**config.mk**
```make
export PLATFORM = sky130hd
export DESIGN_NAME = rf_wr_arbiter
export DESIGN_NICKNAME = d
export VERILOG_FILES = /design/src/rtl/rf_wr_arbiter.sv
export SDC_FILE = /design/constraint.sdc
export NUM_CORES = 1
export LEC_CHECK = 0
export ABC_AREA = 1
export CORE_MARGIN = 5
export CORE_UTILIZATION = 45
export CTS_CLUSTER_SIZE = 24
export DETAILED_ROUTE_END_ITERATION = 16
export GPL_TIMING_DRIVEN = 0
export MAX_ROUTING_LAYER = met4
export PLACE_DENSITY = 0.8
export SLEW_MARGIN = 30
export SYNTH_ARGS = -nofsm -noshare
export SYNTH_HDL_FRONTEND = slang
export SYNTH_SLANG_ARGS = --single-unit
```
**constraint.sdc**
```tcl
create_clock -name clk -period 6.4 [get_ports clk]
set_input_delay 1.92 -clock clk [delete_from_list [all_inputs] [get_ports clk]]
set_output_delay 1.92 -clock clk [all_outputs]
set_load 0.02 [all_outputs]
```
**src/rtl/rf_wr_arbiter.sv**
```systemverilog
// Register-file write-port arbiter: merges the WB-stage write-back with a
// 2-entry buffer of long-latency results, with a starvation limit on the buffer.
module rf_wr_arbiter #(
  parameter int unsigned STARVE_LIMIT = 4
) (
  input  logic        clk,
  input  logic        reset,

  input  logic        ws_req_valid,
  input  logic [3:0]  ws_req_we,
  input  logic [4:0]  ws_req_dest,
  input  logic [31:0] ws_req_wdata,
  output logic        ws_req_ready,

  input  logic        lu_req_valid,
  input  logic [3:0]  lu_req_we,
  input  logic [4:0]  lu_req_dest,
  input  logic [31:0] lu_req_wdata,
  output logic        lu_req_ready,

  output logic [3:0]  rf_we,
  output logic [4:0]  rf_waddr,
  output logic [31:0] rf_wdata,

  output logic [11:0] stall_lu_bus,
  output logic        grant_lu
);

  typedef struct packed {
    logic [3:0]  we;
    logic [4:0]  dest;
    logic [31:0] wdata;
  } wb_req_t;

  localparam logic [3:0] LIMIT = 4'(STARVE_LIMIT);

  wb_req_t    ent0, ent1;
  logic [1:0] ent_valid;
  logic [3:0] starve_cnt;

  wb_req_t    lu_in;
  logic       occ0, occ1;
  logic [1:0] count;
  logic       lu_take;
  logic       force_lu;
  logic       grant_ws;

  assign lu_in = '{we: lu_req_we, dest: lu_req_dest, wdata: lu_req_wdata};

  // Occupancy is masked by reset so every output is already in its idle
  // state during the reset cycle, before the registers have been cleared.
  assign occ0  = ent_valid[0] & ~reset;
  assign occ1  = ent_valid[1] & ~reset;
  assign count = {1'b0, occ0} + {1'b0, occ1};

  assign lu_req_ready = (count != 2'd2);
  assign lu_take      = lu_req_valid && lu_req_ready && (lu_req_we != 4'd0) && !reset;

  assign force_lu     = (count != 2'd0) && (starve_cnt == LIMIT);
  assign grant_lu     = (count != 2'd0) && (force_lu || !ws_req_valid);
  assign grant_ws     = ws_req_valid && !force_lu && !reset;
  assign ws_req_ready = !force_lu;

  assign stall_lu_bus = {occ1, occ1 ? ent1.dest : 5'd0,
                         occ0, occ0 ? ent0.dest : 5'd0};

  // NOTE: every output of a combinational block gets a default before the
  // if/else; a path that leaves one unassigned would infer a latch.
  always_comb begin
    rf_we    = 4'd0;
    rf_waddr = 5'd0;
    rf_wdata = 32'd0;
    if (grant_lu) begin
      rf_we    = ent0.we;
      rf_waddr = ent0.dest;
      rf_wdata = ent0.wdata;
    end else if (grant_ws) begin
      rf_we    = ws_req_we;
      rf_waddr = ws_req_dest;
      rf_wdata = ws_req_wdata;
    end
  end

  // NOTE: sequential state uses non-blocking assignments so all registers
  // update from the same pre-edge values regardless of statement order.
  always_ff @(posedge clk) begin
    if (reset) begin
      ent_valid <= 2'b00;
    end else if (grant_lu && lu_take) begin
      ent_valid <= 2'b01;
    end else if (grant_lu) begin
      ent_valid <= {1'b0, ent_valid[1]};
    end else if (lu_take) begin
      ent_valid <= ent_valid[0] ? 2'b11 : 2'b01;
    end
  end

  // NOTE: the payload registers are not reset; the valid bits alone decide
  // whether an entry is meaningful, so clearing data would only cost logic.
  always_ff @(posedge clk) begin
    if (!reset) begin
      if (grant_lu && lu_take) begin
        ent0 <= lu_in;
      end else if (grant_lu) begin
        ent0 <= ent1;
      end else if (lu_take) begin
        if (ent_valid[0]) ent1 <= lu_in;
        else              ent0 <= lu_in;
      end
    end
  end

  always_ff @(posedge clk) begin
    if (reset) begin
      starve_cnt <= 4'd0;
    end else if (grant_lu || count == 2'd0) begin
      starve_cnt <= 4'd0;
    end else if (grant_ws && starve_cnt != LIMIT) begin
      starve_cnt <= starve_cnt + 4'd1;
    end
  end

endmodule
```
==> impl_results.md <==
- Hold Crit Class: reg -> reg
- Combinational power share: 17.2%
- H-tree levels: 3
- Post-synth top area share: 61.0%
- Mapped Avg Cell Area: 9.73 sq um
- Setup Slack @ Placement: 0.115 ns
- Status: completed
- CP endpoint kind: output port
- CTS tree: built
- Power Internal: 0.949 mW
- Die area: 11000 sq um
- Setup Buffers After CTS: 0
- Hold Fails Final Rpt: 0
- Final Instance Area: 5880 sq um
- DP Cell Count: 668
- DRT Pass-1 Iters: 4
- Post_cts resized: 0
- Worst min-delay path startpoint: starve_cnt[2]
- Min cycle time layout: 6.25 ns
- Top Ports: 142
- Clock Latency Late Sink: 0.34 ns
- WHS Path Cells: 2
- Vert. Die Dim: 105 microns
- DR DRC count: 0
- Row cnt: 34
- Net Sw Frac: 23.8%
- Final setup violation count: 0
- Worst R2R Path Depth: 13
- Worst Skew: 0.00835 ns
- P_leak: 2.45 nW
- Worst R2R Start: starve_cnt[0]
- Crit share post-route: 97.6%
- Max VDD drop: 128 uV
- Synth top area cells: edfxtp_1, nand2_1, nand3_1
- # hold bufs at CTS: 0
- Worst setup SP type: input pin
- Slew at the pin with the worst max-slew slack: 0.562 ns
- Final GP Congestion: 0.826
- Detailed placer's ending HPWL: 7830 microns
- Total number of vias: 3363
- Highest fanout seen on the critical path: 10
- Synth Cell Area: 4040 sq um
- Max cap viols: 0
- Clk buf depth: 2
- Commonest non-fill, non-tap cell in the layout: nand2_1
- Non-Filler Instances: 684
- Core Footprint: 8720 sq um
- Mapped Cells: 415
- Synth Register Bits: 88
- Clk sinks: 88
- Vias/cell: 4.92
- Initial antenna violation count: 0
- Clock slew at reported path FFs: 0.08 ns
- Fmax: 160 MHz
- Clock share of power: 29.1%
- Sequential area share after synthesis: 63.9%
- Overall Global Routing Usage: 18.9%
- Arrival @ worst endpoint: 4.33 ns
- DP Area: 5700 sq um
- PwrDens: 212 nW/um^2
- Fraction of layout cells with a size suffix above 1: 8.33%
- R2r setup slk: 3.88 ns
- TritonCTS Buffers: 9
- # diodes: 0
- First DRT Iteration DRCs: 197
- RSZ-0062 raised after global routing: true
- Post-Route Setup TNS: 0 ns
- P_sw: 0.296 mW
- Yosys top cell by area: edfxtp_1
- Fin util: 67.5%
- Root buf cell: clkbuf_8
- Required time at the worst-slack endpoint: 4.48 ns
- Total grt overflow: 0
- Hold endpoint: starve_cnt[2]
- Slew Viols, Final: 0
- Commonest cells after routing, fill and taps aside: nand2_1, clkdlybuf4s50_1, edfxtp_1
- Post-Syn Nets: 503
- P&R area growth vs syn: 45.7%
- Final wirelength: 10000 microns
- Number of port buffers: 141
- CP Class: in -> out
- Final ANT Viol Nets: 0
- Die width: 105 microns
- First-pass GRT wire length: 16300 microns
- Starting Density: 46.3%
- PnR worst setup slack: 0.151 ns
- Warnings, synthesis: 0
- Slew HR: 62.4%
- Critical R2R Capture: ent1[17]
- Sequential share of power: 53.7%
- DR WL/cell: 14.7 microns
- Nets: 659
- Number of global-route vias before repair: 3409
- Largest net degree at the start of global routing: 18
- Distinct cells, synth: 24
[metal layers]
metal / vias up / track usage [%] / part of all wire, %
met1: 1538 / 23.2 / 42
met5: - / - / 0
li1: 1672 / - / -
met4: 0 / 5.39 / 1.2
met2: 139 / 31.5 / 50
met3: 14 / 4.44 / 7.4
[registers in the layout (all words and copies together) (netlist names)]
name / flops
ent_valid: 2
starve_cnt: 4
ent0: 41
ent1: 41
[synthesized netlist by cell type, drive strengths merged]
| master | count |
|---|---|
| edfxtp | 82 |
| nand2 | 205 |
| o2111ai | 1 |
| ha | 2 |
| clkbuf | 2 |
| a21oi | 4 |
| xnor2 | 1 |
| nor2 | 17 |
| inv | 20 |
| dfxtp | 6 |
| nand3 | 38 |
| o211ai | 1 |
| xor2 | 1 |
| nand4 | 4 |
| o21ai | 11 |
| buf | 20 |
[worst max-delay path: stages]
cell and delay, ns:
clkdlybuf4s50_1 0.54, inv_2 0.09, nand2_2 0.17, nand2_4 0.12, nand2_4 0.10, nand2_4 0.07
nor2_2 0.25, buf_2 0.30, nand2_1 0.09, nand2_1 0.07, clkdlybuf4s50_1 0.60
[how the worst max path moves through the flow]
stage | from | endpoint | slack [ns] | cells after the start
3_5_place_dp | reset | rf_wdata[28] | 0.12 | 11
3_3_place_gp | reset | ent0[10] | -1.72 | 6
2_1_floorplan | reset | ent0[0] | 0.34 | 5
5_1_grt | reset | rf_wdata[14] | -0.03 | 11
6_report | reset | rf_wdata[28] | 0.15 | 11
4_1_cts | reset | rf_wdata[28] | 0.11 | 11
[kinds of logic after synthesis]
kind of cell | count (synthesis) | synth area share, %
buf+inv | 42 | 5.61
fa+ha+maj | 2 | 0.619
compound gates | 17 | 2.26
simple gates | 264 | 27.1
flops | 88 | 63.9
xor+xnor | 2 | 0.434
[per-stage QoR]
stage	hold WS [ns]	power (mW)
floorplan	0.472	0.775
global placement	0.491	0.886
detailed placement	0.509	0.899
CTS	0.520	1.25
global route	0.551	1.30
finish	0.515	1.25
[cell type report]
type                            count  area, sq um
Tap cell                          108          135
Fill cell                         690         2840
Buffer                             22          151
Timing Repair Buffer              145         1510
Clock buffer                       12          135
Multi-Input combinational cell    285         1250
Sequential cell                    88         2580
Clock inverter                      4         46.3
Inverter                           20         75.1
[power groups by stage]
| stage | clock network [mW] | logic, mW | registers (mW) |
|---|---|---|---|
| final | 0.362 | 0.214 | 0.669 |
| after global routing | 0.396 | 0.232 | 0.672 |
| after CTS | 0.365 | 0.217 | 0.670 |
| after detailed placement | 0 | 0.216 | 0.683 |
| after global placement | 0 | 0.200 | 0.686 |
| after floorplan | 0 | 0.0921 | 0.683 |
Note: power is estimated with default switching activity, not from simulation.
